### src/rtl/serial_word_scheduler.sv
// serial_word_scheduler
//   Shares one 32-bit-to-byte serialization path among NUM_REQ word sources.
//   A round-robin arbiter grants one source per word. The granted word is
//   latched and then emitted as 4 bytes on a valid/ready byte stream. The
//   default order is least-significant byte first; MSB_FIRST=1 reverses it.
//
// Parameters
//   NUM_REQ    number of requesters (2..8)
//   SRC_W      width of the source id, clog2(NUM_REQ)
//   MSB_FIRST  1 = emit bits 31:24 first
//
// Ports
//   clock      single clock, all logic on posedge
//   reset      synchronous, active-high
//   req_valid  per-source "word pending"
//   req_data   word of source i at [32*i +: 32]
//   req_ready  one-hot accept, combinational; word i taken on valid&ready edge
//   out_byte   serialized byte
//   out_valid  out_byte valid (equals busy)
//   out_ready  downstream accepts byte when out_valid&out_ready
//   out_last   high with the 4th byte of a word
//   out_src    id of the source owning the current byte
//   busy       a latched word is being serialized
module serial_word_scheduler #(
  parameter int NUM_REQ   = 4,
  parameter int SRC_W     = 2,
  parameter bit MSB_FIRST = 1'b0
) (
  input  logic                    clock,
  input  logic                    reset,
  input  logic [NUM_REQ-1:0]      req_valid,
  input  logic [32*NUM_REQ-1:0]   req_data,
  output logic [NUM_REQ-1:0]      req_ready,
  output logic [7:0]              out_byte,
  output logic                    out_valid,
  input  logic                    out_ready,
  output logic                    out_last,
  output logic [SRC_W-1:0]        out_src,
  output logic                    busy
);

  typedef enum logic {IDLE, SEND} state_t;

  state_t           state;
  logic [1:0]       k;
  logic [31:0]      word;
  logic [SRC_W-1:0] last_granted;

  logic             last_hs;
  logic             window;
  logic             grant_found;
  logic             accept;
  logic [SRC_W-1:0] grant_id;
  logic [SRC_W-1:0] cand;
  logic [31:0]      grant_word;

  function automatic logic [7:0] pick_byte(input logic [31:0] w, input logic [1:0] idx);
    logic [1:0] pos;
    pos = MSB_FIRST ? (2'd3 - idx) : idx;
    return w[8*pos +: 8];
  endfunction

  // Grant window also opens on the edge the last byte leaves, so words
  // stream back to back without an idle cycle.
  always_comb begin
    last_hs = (state == SEND) && out_valid && out_ready && (k == 2'd3);
    window  = !reset && ((state == IDLE) || last_hs);
  end

  // Round-robin search starting one past the last accepted source.
  always_comb begin
    grant_found = 1'b0;
    grant_id    = '0;
    cand        = '0;
    for (int unsigned off = 1; off <= NUM_REQ; off++) begin
      cand = SRC_W'((32'(last_granted) + off) % NUM_REQ);
      if (!grant_found && req_valid[cand]) begin
        grant_found = 1'b1;
        grant_id    = cand;
      end
    end
    grant_word = req_data[32*grant_id +: 32];
    accept     = window && grant_found;
    req_ready  = '0;
    if (accept) req_ready[grant_id] = 1'b1;
  end

  always_ff @(posedge clock) begin
    if (reset) begin
      state        <= IDLE;
      k            <= '0;
      word         <= '0;
      last_granted <= SRC_W'(NUM_REQ - 1);
      out_valid    <= 1'b0;
      out_last     <= 1'b0;
      out_byte     <= '0;
      out_src      <= '0;
      busy         <= 1'b0;
    end else if (accept) begin
      state        <= SEND;
      k            <= '0;
      word         <= grant_word;
      last_granted <= grant_id;
      out_valid    <= 1'b1;
      out_last     <= 1'b0;
      out_byte     <= pick_byte(grant_word, 2'd0);
      out_src      <= grant_id;
      busy         <= 1'b1;
    end else if (state == SEND && out_ready) begin
      if (k == 2'd3) begin
        state     <= IDLE;
        k         <= '0;
        out_valid <= 1'b0;
        out_last  <= 1'b0;
        busy      <= 1'b0;
      end else begin
        k        <= k + 2'd1;
        out_byte <= pick_byte(word, k + 2'd1);
        out_last <= (k == 2'd2);
      end
    end
  end

endmodule

### config.mk
export PLATFORM = sky130hd
export DESIGN_NAME = serial_word_scheduler
export DESIGN_NICKNAME = d
export VERILOG_FILES = /design/src/rtl/serial_word_scheduler.sv
export SDC_FILE = /design/constraint.sdc
export NUM_CORES = 1
export LEC_CHECK = 0
export ABC_AREA = 1
export CAP_MARGIN = 20
export CELL_PAD_IN_SITES_DETAIL_PLACEMENT = 1
export CELL_PAD_IN_SITES_GLOBAL_PLACEMENT = 1
export CORE_MARGIN = 1
export CORE_UTILIZATION = 31
export DETAILED_ROUTE_END_ITERATION = 10
export GPL_ROUTABILITY_DRIVEN = 0
export GPL_TIMING_DRIVEN = 1
export PLACE_DENSITY_LB_ADDON = 0.08
export SLEW_MARGIN = 20
export SYNTH_ARGS = -nofsm -noshare
export SYNTH_HDL_FRONTEND = slang
export SYNTH_SLANG_ARGS = --single-unit
### constraint.sdc
create_clock -name clock -period 3.4 [get_ports clock]
set_clock_uncertainty 0.2 [all_clocks]
set_input_delay 0.51 -clock clock [delete_from_list [all_inputs] [get_ports clock]]
set_output_delay 0.51 -clock clock [all_outputs]
set_load 0.005 [all_outputs]
==> summary.md <==
| Metric | Value |
|---|---|
| Syn Area/Cell | between 6 and 7 um2 |
| Async set-reset flop share out of synthesis | 0% |
| Hold WC Path Type | register to register |
| First-pass GRT wire length | approximately 22 mm |
| Status | complete, no violations |
| Total I/O pin count | about 150 |
| Most common cell after layout, fill and taps aside | nand2_1 |
| Clk slew on worst S/H paths | 0.06 ns |
| Synth warn | 0 |
| Final worst slack | roughly 0.14 ns |
| R2R Setup Slk | between 0.6 and 0.7 ns |
| Number of synthesized register bits | 48 |
| Routed wl met3 | 494 um |
| Height of the die | between 100 and 150 um |
| Worst r2r path cells | 12 |
| Largest net degree at the start of global routing | between 50 and 60 |
| Initial Util | between 30% and 40% |
| Final Net Count | roughly 860 |
| IO Port Bufs | about 150 |
| Post-synth top flop | dfxtp_1 |
| Area growth, synth to finish | 50.2% |
| Leakage | between 2 and 2.5 nW |
| DR WL/cell | 15.7 um |
| VDD IR max | 688 uV |
| Clk_lat worst skew | about 0.29 ns |
| RSZ-0062 raised after global routing | false |
| Synthesized Nets | between 700 and 800 |
| FF-to-FF End | out_byte[6] |
| Synthesized area | 0.00354 mm2 |
| Die ar. | 0.0119 mm2 |
| Layout cells sized above 1 | about a tenth |
| Vias in the first global route | 4366 |
| Setup violators final | 0 |
| Cells after Synth | about 580 |
| DRC | 0 |
| Initial antenna violation count | 0 |
| Hold Path Origin | word[10] |
| Worst relative slew slack | 65.0% |
| Routed metal-1 wire length | approximately 6.3 mm |
| Critical Path AT | approximately 2.6 ns |
| Seq/Total Area, Yosys | a little over a quarter |
| Final Hold Vio Count | 0 |
| Core area | about 0.011 mm2 |
| Number of CTS-inserted buffers | 5 |
| DR vias/cell | 4.94 |
| Worst hold path depth | 2 |
| Root Driver | clkbuf_16 |
| Drt first pass iters | 5 |
| Hold EP | word[10] |
| Post-DRT Antenna Nets | 0 |
| Critical path type | input port to output pin |
| Power density over cell area | slightly below 1000 mW/mm2 |
| Worst path required time | 2.69 ns |
| Setup TNS | 0 ns |
| Worst R2R Start | k[0] |
| Max clock buf depth | 2 |
| Non-Filler Instances | roughly 870 |
| Overflow after GRT | 0 |
| DR vias | around 4.3k |
| GRT Util Overall | a little under a quarter |
| Min cycle time layout | about 3.3 ns |
| Most frequent cells in the layout | nand2_1, clkdlybuf4s50_1, nand3_1, inv_1, dfxtp_1 |
| Crit end category | output pin |
| Post-synthesis cell type count | 32 |
| Final wirelength | roughly 14 mm |
| CTS tree | done |
| Starting DRT DRC Count | approximately 210 |
| DP HPWL | 10.9 mm |
| Setup crit start kind | input port |
| FMAX | about 300 MHz |
| Least-Margin Pin Slew | approximately 0.53 ns |
| Dpl cells | 860 |
| Register area | 963 um2 |
| Setup WS pre-CTS | 0.0829 ns |
| Clk sinks | 48 |
| Slew Limit Fails | 0 |
| Ant diodes | 0 |
| Multi-input logic area | ~0.0021 mm2 |
| Metal2 WL | between 6 and 7 mm |
| Max_cap viols | 0 |
| CP max FO | 7 |
| Post-synth EDFFs | 0 |
| Core Rows | 38 |
| Fin crit share | 95.8% |
| Fillcell total | about 1.5k |
| Die width | roughly 110 um |
| Top sig layer | met4 |
| H-tree depth | 2 |
worst max-delay path, cell delays in order:
cell	delay [ns]
clkdlybuf4s50_1	0.46
nand2_1	0.09
nand2_1	0.08
nand2_1	0.08
nand2_1	0.08
nand2_1	0.08
nand2_2	0.09
nor2_4	0.15
nand2_8	0.09
nand2_8	0.08
nand2_1	0.13
nor2_1	0.11
clkdlybuf4s50_1	0.51
kinds of logic after synthesis:
| kind of cell | after synthesis | share of synthesized area [%] |
|---|---|---|
| adder cells (fa/ha/maj) | 2 | 0.706 |
| buffers and inverters | 102 | 13.7 |
| flip-flops | 48 | 27.1 |
| AO/OA/AOI/OAI | 95 | 14.9 |
| AND/OR/NAND/NOR | 337 | 43.6 |
power breakdown:
group	switching, W	internal [W]	total [W]
clock network	0.000215	0.000293	0.000508
logic	0.00245	0.00127	0.00372
registers	0.000133	0.000791	0.000925
how the worst max path moves through the flow:
stage / to / slack [ns] / depth (start not counted) / from
final: req_ready[1] / 0.14 / 13 / req_valid[0]
after global routing: req_ready[1] / 0.0008 / 13 / req_valid[1]
after CTS: req_ready[1] / 0.08 / 12 / req_valid[0]
after detailed placement: req_ready[1] / 0.08 / 12 / req_valid[0]
after global placement: req_ready[1] / 0.17 / 12 / req_valid[0]
after floorplan: req_ready[0] / 1.01 / 12 / req_valid[1]
timing repair:
| item | in CTS | in global routing |
|---|---|---|
| buffers inserted | 0 | 0 |
| gates resized for setup | 0 | 8 |
| endpoints found under the setup margin | 0 | 4 |
| hold buffers | 0 | 0 |
cell type report:
| type | instances | area share (%) |
|---|---|---|
| inverters | 70 | 5.12 |
| clock inverters | 1 | 0.141 |
| clock buffers | 7 | 2.68 |
| multi-input cells | 434 | 39.9 |
| flip-flops and latches | 48 | 18.1 |
| repair buffers | 168 | 30.8 |
| well taps | 140 | 3.29 |
per-layer routing:
| layer | track usage (%) | up-vias |
|---|---|---|
| li1 | - | 2151 |
| met1 | 31.2 | 2033 |
| met2 | 40.9 | 97 |
| met3 | 2.87 | 8 |
| met4 | 4.54 | 0 |
| met5 | 0 | - |
sequential cells by signal, summed over array words and instances, names as in the netlist:
register,cells
word,32
state,1
k,2
out_src,2
out_byte,8
out_last,1
last_granted,2
cells in the mapped netlist, drive strengths merged, types with 3 or more instances:
master | n | share of area, %
a21oi | 36 | 5.9
clkbuf | 7 | 0.74
buf | 25 | 5.3
nand4 | 4 | 0.88
nand3 | 88 | 13
nor3 | 6 | 1.7
dfxtp | 48 | 27
nand2 | 202 | 24
nor2 | 36 | 4.6
o21ai | 50 | 7.1
o211ai | 6 | 1.3
clkinv | 3 | 0.32
inv | 67 | 7.4
stage by stage:
step	util (%)	instance area (um2)	hold slack, ns	total power [W]
after detailed placement	46.9	5150	0.258	0.00462
after CTS	48.2	5300	0.272	0.00515
final	48.5	5320	0.272	0.00515
after global placement	46.9	5150	0.255	0.00448
after floorplan	-	3540	0.240	0.00369
after global routing	48.5	5320	0.286	0.00566
No activity file was read; power rests on OpenSTA's default activity.
